==> src/rtl/hf_mac_sched_pkg.sv <==
// Shared definitions for the Hilbert-filter MAC scheduler: FSM state
// encoding, default filter order, 1Q10 coefficient constants, port widths
// and the enabled-channel search helper.
package hf_pkg;

    localparam int DEF_ORDER = 8;

    localparam int MASK_W = 4;
    localparam int CH_W   = 2;
    localparam int TAP_W  = 5;
    localparam int COEF_W = 4;
    localparam int STEP_W = 4;

    // Non-zero odd-tap coefficient magnitudes, 1Q10
    localparam logic [10:0] HA = 11'd245;
    localparam logic [10:0] HB = 11'd641;

    typedef enum logic [1:0] {
        ST_IDLE = 2'd0,
        ST_CLR  = 2'd1,
        ST_RUN  = 2'd2,
        ST_DONE = 2'd3
    } state_t;

    // Lowest enabled channel at index >= from; MSB of the result set means none.
    function automatic logic [CH_W:0] next_ch(input logic [MASK_W-1:0] mask,
                                              input logic [CH_W:0]     from);
        logic [CH_W:0] r_found;
        r_found = 3'd4;
        for (int i = MASK_W - 1; i >= 0; i--) begin
            if (mask[i] && ((CH_W + 1)'(i) >= from)) begin
                r_found = (CH_W + 1)'(i);
            end
        end
        return r_found;
    endfunction

endpackage

==> src/rtl/hf_mac_sched_tap_seq.sv <==
// Step decoder: maps a MAC step to the odd tap address, the folded
// coefficient index and the accumulate direction (subtract in first half).
module hf_tap_seq
    import hf_pkg::*;
#(
    parameter int NSTEP = DEF_ORDER / 2
) (
    input  logic [STEP_W-1:0] i_step,
    output logic [TAP_W-1:0]  o_tap_addr,
    output logic [COEF_W-1:0] o_coef_idx,
    output logic              o_sub
);

    localparam logic [STEP_W-1:0] LAST_STEP = STEP_W'(NSTEP - 1);
    localparam logic [STEP_W-1:0] HALF_STEP = STEP_W'(NSTEP / 2);

    logic [STEP_W-1:0] w_mirror;

    // Tap address 2*step+1, coefficient index min(step, mirror), sign select
    always_comb begin
        w_mirror   = LAST_STEP - i_step;
        o_tap_addr = {i_step, 1'b1};
        if (i_step <= w_mirror) begin
            o_coef_idx = i_step;
        end else begin
            o_coef_idx = w_mirror;
        end
        if (i_step < HALF_STEP) begin
            o_sub = 1'b1;
        end else begin
            o_sub = 1'b0;
        end
    end

endmodule

==> src/rtl/hf_mac_sched.sv <==
// Hilbert-filter shared-MAC scheduler. Walks each enabled channel through a
// one-cycle accumulator clear followed by NSTEP MAC steps, then pulses done.
// Optional feature macro: HF_SCHED_MASK_EN -- when defined, ch_mask selects
// the channels processed; otherwise all four channels are always processed.
module hf_mac_sched
    import hf_pkg::*;
#(
    parameter int ORDER = DEF_ORDER
) (
    input  logic              clock,
    input  logic              reset,
    input  logic              start,
    input  logic [MASK_W-1:0] ch_mask,
    output logic              busy,
    output logic              done,
    output logic              overrun,
    output logic [CH_W-1:0]   ch_sel,
    output logic [TAP_W-1:0]  tap_addr,
    output logic [COEF_W-1:0] coef_idx,
    output logic              sub,
    output logic              acc_clr,
    output logic              acc_en
);

    localparam int                NSTEP     = ORDER / 2;
    localparam logic [STEP_W-1:0] LAST_STEP = STEP_W'(NSTEP - 1);

    state_t              r_state;
    logic [STEP_W-1:0]   r_step;
    logic [MASK_W-1:0]   r_mask;
    logic [CH_W-1:0]     r_ch;
    logic                r_busy;
    logic                r_done;
    logic                r_overrun;
    logic                r_acc_clr;
    logic                r_acc_en;

    logic [MASK_W-1:0]   w_mask;
    logic [CH_W:0]       w_first;
    logic [CH_W:0]       w_next;
    logic                w_active;
    logic [TAP_W-1:0]    w_tap;
    logic [COEF_W-1:0]   w_coef;
    logic                w_sub;

`ifdef HF_SCHED_MASK_EN
    assign w_mask = ch_mask;
`else
    // All channels forced on; ch_mask has no effect in this build
    assign w_mask = ch_mask | 4'b1111;
`endif

    assign w_first  = next_ch(w_mask, 3'd0);
    assign w_next   = next_ch(r_mask, {1'b0, r_ch} + 3'd1);
    assign w_active = (r_state == ST_CLR) || (r_state == ST_RUN);

    hf_tap_seq #(
        .NSTEP      (NSTEP)
    ) u_tap_seq (
        .i_step     (r_step),
        .o_tap_addr (w_tap),
        .o_coef_idx (w_coef),
        .o_sub      (w_sub)
    );

    // Sequencing FSM with registered status and accumulator controls
    always_ff @(posedge clock) begin
        if (reset) begin
            r_state   <= ST_IDLE;
            r_step    <= 4'd0;
            r_mask    <= 4'd0;
            r_ch      <= 2'd0;
            r_busy    <= 1'b0;
            r_done    <= 1'b0;
            r_overrun <= 1'b0;
            r_acc_clr <= 1'b0;
            r_acc_en  <= 1'b0;
        end else begin
            if (start && (r_state != ST_IDLE)) begin
                r_overrun <= 1'b1;
            end
            case (r_state)
                ST_IDLE: begin
                    r_done    <= 1'b0;
                    r_acc_clr <= 1'b0;
                    r_acc_en  <= 1'b0;
                    r_step    <= 4'd0;
                    r_ch      <= 2'd0;
                    if (start) begin
                        r_overrun <= 1'b0;
                        r_mask    <= w_mask;
                        r_busy    <= 1'b1;
                        if (w_first[CH_W]) begin
                            r_state <= ST_DONE;
                            r_done  <= 1'b1;
                        end else begin
                            r_state   <= ST_CLR;
                            r_ch      <= w_first[CH_W-1:0];
                            r_acc_clr <= 1'b1;
                        end
                    end else begin
                        r_busy <= 1'b0;
                    end
                end
                ST_CLR: begin
                    r_state   <= ST_RUN;
                    r_step    <= 4'd0;
                    r_acc_clr <= 1'b0;
                    r_acc_en  <= 1'b1;
                end
                ST_RUN: begin
                    if (r_step == LAST_STEP) begin
                        r_step   <= 4'd0;
                        r_acc_en <= 1'b0;
                        if (w_next[CH_W]) begin
                            r_state <= ST_DONE;
                            r_ch    <= 2'd0;
                            r_done  <= 1'b1;
                        end else begin
                            r_state   <= ST_CLR;
                            r_ch      <= w_next[CH_W-1:0];
                            r_acc_clr <= 1'b1;
                        end
                    end else begin
                        r_step <= r_step + 4'd1;
                    end
                end
                ST_DONE: begin
                    r_state <= ST_IDLE;
                    r_busy  <= 1'b0;
                    r_done  <= 1'b0;
                    r_step  <= 4'd0;
                    r_ch    <= 2'd0;
                end
                default: begin
                    r_state   <= ST_IDLE;
                    r_step    <= 4'd0;
                    r_ch      <= 2'd0;
                    r_busy    <= 1'b0;
                    r_done    <= 1'b0;
                    r_acc_clr <= 1'b0;
                    r_acc_en  <= 1'b0;
                end
            endcase
        end
    end

    assign busy     = r_busy;
    assign done     = r_done;
    assign overrun  = r_overrun;
    assign acc_clr  = r_acc_clr;
    assign acc_en   = r_acc_en;
    assign ch_sel   = r_ch;
    assign tap_addr = w_active ? w_tap  : 5'd0;
    assign coef_idx = w_active ? w_coef : 4'd0;
    assign sub      = w_active ? w_sub  : 1'b0;

endmodule

==> config.mk <==
export PLATFORM = sky130hd
export DESIGN_NAME = hf_mac_sched
export DESIGN_NICKNAME = d
export VERILOG_FILES = /design/src/rtl/hf_mac_sched_pkg.sv /design/src/rtl/hf_mac_sched_tap_seq.sv /design/src/rtl/hf_mac_sched.sv
export SDC_FILE = /design/constraint.sdc
export NUM_CORES = 1
export LEC_CHECK = 0
export ABC_AREA = 1
export CORE_MARGIN = 5
export CORE_UTILIZATION = 30
export DETAILED_ROUTE_END_ITERATION = 10
export DONT_BUFFER_PORTS = 1
export GPL_TIMING_DRIVEN = 0
export PLACE_DENSITY = 0.48
export REMOVE_ABC_BUFFERS = 1
export SETUP_SLACK_MARGIN = 0.02
export SLEW_MARGIN = 30
export SYNTH_ARGS = -nofsm -noshare
export SYNTH_HDL_FRONTEND = slang
export SYNTH_SLANG_ARGS = --single-unit
==> constraint.sdc <==
create_clock -name clock -period 1.5 [get_ports clock]
set_clock_uncertainty 0.1 [all_clocks]
set_input_delay 0.15 -clock clock [delete_from_list [all_inputs] [get_ports clock]]
set_output_delay 0.15 -clock clock [all_outputs]
set_load 0.01 [all_outputs]
; ---- Yosys cells after proc, flatten, opt, wreduce, memory -nomap -nowiden
; Index checks and enable logic that the tools add are counted.
[totals]
ff_bits = 14
latch_bits = 0
ramBits = 0
mem_bits_ro = 0
input_bits = 7
output_inout_bits = 17
word_cells = 76
memories = 0
[op_classes]
addsub = 3
multipliers = 0
div = 0
order_cmp = 6
n_eq_ne = 8
n_shift = 0
mux = 31
bitwise = 0
n_reduce_logical = 19
[ops]
columns = op, count
row1 = $mux 3, 4
row2 = $mux 4, 3
row3 = $mux 1, 11
row4 = $mux 2, 5
row5 = $pmux 2 s4, 1
row6 = $pmux 4 s2, 1
row7 = $reduce_and 2->1, 4
row8 = $ge 1x3->1 const A, 2
row9 = $ge 2x3->1 const A, 2
row10 = $ne 2x2->1 const B, 3
row11 = $pmux 1 s3, 2
row12 = $reduce_and 3->1, 2
row13 = $reduce_bool 2->1, 3
row14 = $logic_and 1x1->1, 5
row15 = $mux 5, 1
row16 = $add 4x1->4 const B, 1
row17 = $eq 2x2->1 const B, 2
row18 = $eq 4x2->1 const B, 1
row19 = $le 4x4->1, 1
row20 = $lt 4x2->1 const B, 1
row21 = $pmux 1 s2, 2
row22 = $pmux 2 s2, 1
row23 = $sub 2x4->4 const A, 1
row24 = $add 2x1->3 const B, 1
row25 = 7 further kinds, 7

; ---- Depth between registers and ports, before layout
[depth]
ltp_word = 10
ltp_mapped = 9
depth_no_buf = 9

; ---- Modules after synthesis
; A second synthesis with hierarchy kept.
[unflattened]
cells_unflattened = 139
area_unflattened_um2 = 895.9
[by_module_without_submodules]
columns = mod, instances, cells_each, area_per_inst_um2, seq_area_each_um2
row1 = hf_mac_sched, 1, 117, 783.3, 280.3
row2 = hf_tap_seq, 1, 22, 112.6, 0.0

; ---- Least setup slack after synthesis
; OpenSTA, ideal clock, no wires.
[synth_path]
path_kind = flip-flop to output port
from = register r_state[0]
to = output coef_idx[1]
t_arrival_ns = 1.337
required_ns = 1.250
setup_slack_ns = -0.087
path_stages_with_launch = 6
path_buffers = 1
path_cell_list = dfxtp_1 > inv_1 > ha_1 > buf_4 > nand2_1 > o31ai_1
[synth_via]
elab_chain_cells = 3
word_cells_on_any_way = 4
[synth_lines]
columns = item, line
row1 = "start, declared", hf_mac_sched.sv:28  ; state_t r_state;
row2 = "start signal, assigned", hf_mac_sched.sv:69  ; r_state <= ST_IDLE;
row3 = "start signal, assigned", hf_mac_sched.sv:94  ; r_state <= ST_DONE;
row4 = "start signal, assigned", hf_mac_sched.sv:97  ; r_state <= ST_CLR;
row5 = $eq 2x1->1 or $eq 2x2->1 (tied branches), hf_mac_sched.sv:55  ; assign w_active = (r_state == ST_CLR) || (r_state == ST_RUN);
row6 = $logic_or 1x1->1 *, hf_mac_sched.sv:55
row7 = net w_active, hf_mac_sched.sv:41  ; logic w_active;
row8 = $mux 4 *, hf_mac_sched.sv:155  ; assign coef_idx = w_active ? w_coef : 4'd0;
row9 = "end, declared", hf_mac_sched.sv:19  ; output logic [COEF_W-1:0] coef_idx,
; Mark *: on every way through the listed nets, which the timed path passes. The rest lies on a longest branch.

; ---- Final worst setup path
[layout_path]
from = register r_state[1]
to = output coef_idx[3]
[layout_via]
elab_chain_cells = 3
word_cells_on_any_way = 4
[layout_lines]
columns = item, line
row1 = $eq 2x1->1 or $eq 2x2->1 (tied branches), hf_mac_sched.sv:55
row2 = $logic_or 1x1->1 *, hf_mac_sched.sv:55
row3 = $mux 4 *, hf_mac_sched.sv:155
; Every way passes the cells marked *; elsewhere a longest branch is shown, timed or not.

==> out/metrics.csv <==
stage,metric,value,unit
run_status,status,"finished, violations left",
run_status,failing checks,setup timing,
drt,DRT iter0 DRCs,22,
power_and_ir_drop,sequential share of power,30.4,%
setup_path,kind of critical path,register to primary output,
place,Area after DPL,819.5,um2
sta,RSZ-0062 raised after global routing,true,
sta,maximum clock frequency,619.1,MHz
die,count of boundary I/O pins,24,
setup_path,Crit path required time,1.25,ns
run,Max-Cap Viols,0,
power_and_ir_drop,Pleak,0.4824,nW
sta,Worst slew margin,81.71,%
synthesis,"flops & latches, synth",14,
setup_path,CP max FO,7,
setup_path,Worst EP arrival,1.37,ns
place,GPL Wtd Cong,0.8062,
grt,Overflow after GRT,0,
synthesis,Post-Synthesis Cells,119,
min_path,Tightest Hold Check Type,input port to register,
grt,initial antenna violation count,0,
finish,ANT cells,0,
die,core area,2522,um2
clock_network,"Reg clk slew, reported paths",0.08,ns
grt,largest net degree at the start of global routing,9,
place,DP HPWL,1.346,mm
finish,most frequent cells in the layout,"26 x nand2_1, 16 x nor2_1, 12 x inv_1",
sta,Final Max Slew Viols,0,
synthesis,Post-Synthesis Cell Area,809.5,um2
setup_path,worst-path cell chain,inv_4 -> ha_4 -> nand2_1 -> o31ai_4,
synthesis,syn avg cell area,6.803,um2
place,Placed Instances,145,
synthesis,yosys warns,0,
setup_path,Worst setup SP type,register,
sta,period utilization,107.7,%
clock_network,clk_lat worst skew,0.28,ns
power_and_ir_drop,Pwr Density,1784,nW/um2
sta,Final setup viols,5,
die,row count,18,
sta,hold_ws,0.005206,ns
sta,Final Hold Fails,0,
setup_path,worst reg-to-reg setup slack,0.08,ns
setup_path,Crit path largest cell delay,0.36,ns
drt,Detailed Routing Iterations Pass 1,4,
power_and_ir_drop,Peak VDD IR,0.9835,mV
power_and_ir_drop,Gate power share,58.0,%
die,Die Wd,61.95,um
drt,via count,764,
setup_path,Worst Setup End Kind,primary output,
synthesis,sequential-to-total area share from yosys stat,34.62,%
power_and_ir_drop,Power Internal,1.040,mW
place,number of port buffers,0,
clock_network,total number of H-tree levels,1,
die,die area,3837,um2
power_and_ir_drop,Overall Power,1.853,mW
drt,final WL,1.998,mm
setup_path,critical path's slowest cell,dfxtp_2,
die,Chip Height,61.95,um
clock_network,TritonCTS Buffers,3,
grt,vias in the first global route,766,
finish,layout cells sized above 1,29.23,%
die,initial core utilization,32.09,%
sta,Worst Tran Pin Value,0.2741,ns
finish,fin cells,160,
finish,final instance area,1039,um2
finish,Final nets,146,
grt,first-pass GRT wire length,3.346,mm
clock_network,deepest clock path buffer count,2,
clock_network,CTS tree,done,
power_and_ir_drop,Sw Ratio,43.87,%
finish,Area Overhead vs Synth,28.28,%
drt,WL/cell,12.49,um
synthesis,synth unique cells,17,
clock_network,Num Clock Sinks,14,
sta,Final min period,1.615,ns
place,pre-CTS setup slack,-0.3890,ns
drt,DRC,0,
drt,ANT nets after route,0,
finish,"commonest non-fill, non-tap cell in the layout",nand2_1,
power_and_ir_drop,switching power,812.7,uW
sta,worst setup margin,-0.1152,ns
grt,gr usage total,11.70,%
power_and_ir_drop,Clock Power Share,11.7,%
drt,Vias per Instance,4.775,
clock_network,clk root buf,clkbuf_4,
layer usage:
| metal | part of all wire, % | vias up | GRT usage [%] |
|---|---|---|---|
| li1 | - | 397 | - |
| met1 | 41 | 354 | 13.37 |
| met2 | 54 | 13 | 21.30 |
| met3 | 4.8 | 0 | 4.339 |
| met4 | 0 | 0 | 1.212 |
| met5 | 0 | - | 0 |
power groups by stage:
stage	combinational, mW	sequential, mW	clock [mW]
6_report	1.07	0.562	0.217
5_1_grt	1.20	0.579	0.246
4_1_cts	0.957	0.561	0.227
3_5_place_dp	0.663	0.569	0
3_3_place_gp	0.655	0.567	0
2_1_floorplan	0.530	0.544	0
metrics by stage:
stage	util [%]	TNS, ns
4_1_cts	39.24	-0.6964
6_report	41.17	-0.5037
5_1_grt	41.17	-1.037
3_5_place_dp	32.49	-3.110
3_3_place_gp	32.49	-2.986
2_1_floorplan	-	-0.5191
layout make-up:
cell class              instances  area, um2
fillers                       268       1484
multi-input cells              82      513.0
flip-flops and latches         14      290.3
repair buffers                 12      101.3
inverters                      19      73.82
well taps                      30      37.54
clock buffers                   3      22.52
cells by family after synthesis:
logic type	count (synthesis)	synth area share, %
and+or+nand+nor	58	28.75
buffers and inverters	23	12.21
AOI/OAI and AO/OA	16	12.52
DFF	14	34.62
adders and majority gates	7	10.82
xor gates and xnor gates	1	1.082
what timing repair did:
action / 4_1_cts / 5_1_grt
pin swaps: 2 / 2
gates cloned: 0 / 0
setup endpoints to repair: 17 / 16
hold buffers: 3 / 1
hold endpoints to repair: 3 / 1
setup buffers: 6 / 3
gates resized for setup: 26 / 12
registers in the layout, summed over array words and instances, names as in the netlist, named ones only:
| name | cells |
|---|---|
| acc_clr | 1 |
| acc_en | 1 |
| busy | 1 |
| ch_sel | 2 |
| done | 1 |
| r_mask | 1 |
| r_state | 2 |
| r_step | 4 |
final timing paths:
kind                               end                    start  cells after the start
hold reg to reg   r_step[0]$_SDFF_PP0_     r_step[0]$_SDFF_PP0_                      1
setup / recovery           coef_idx[3]  r_state[1]$_SDFFE_PP0P_                      4
setup reg to reg  acc_clr$_SDFFE_PP0P_  r_state[1]$_SDFFE_PP0P_                      8
hold / removal    r_step[2]$_SDFF_PP0_                    reset                      3
Yosys cell counts:
| library cell | number | area (um2) |
|---|---|---|
| a21boi_0 | 1 | 7.510 |
| o21ai_0 | 2 | 10.01 |
| nand2_1 | 30 | 112.6 |
| a21oi_1 | 7 | 35.03 |
| o31ai_1 | 2 | 15.01 |
| buf_4 | 3 | 22.52 |
| nand3_1 | 10 | 50.05 |
| ha_1 | 7 | 87.58 |
| xnor2_1 | 1 | 8.760 |
| a22oi_1 | 2 | 15.01 |
| buf_2 | 1 | 5.000 |
| a32o_1 | 1 | 10.01 |
| dfxtp_1 | 14 | 280.3 |
| o21ai_2 | 1 | 8.760 |
| nor2_1 | 17 | 63.81 |
| nand4_1 | 1 | 6.260 |
| inv_1 | 19 | 71.32 |
worst max-delay path: cells and delay by family, from the launching register on:
family,cells,cell delay [ns]
buffers and inverters,1,0.05
AO/OA/AOI/OAI,1,0.23
flip-flops,1,0.36
adder cells (fa/ha/maj),1,0.32
AND/OR/NAND/NOR,1,0.12
No activity file was read; power rests on OpenSTA's default activity.
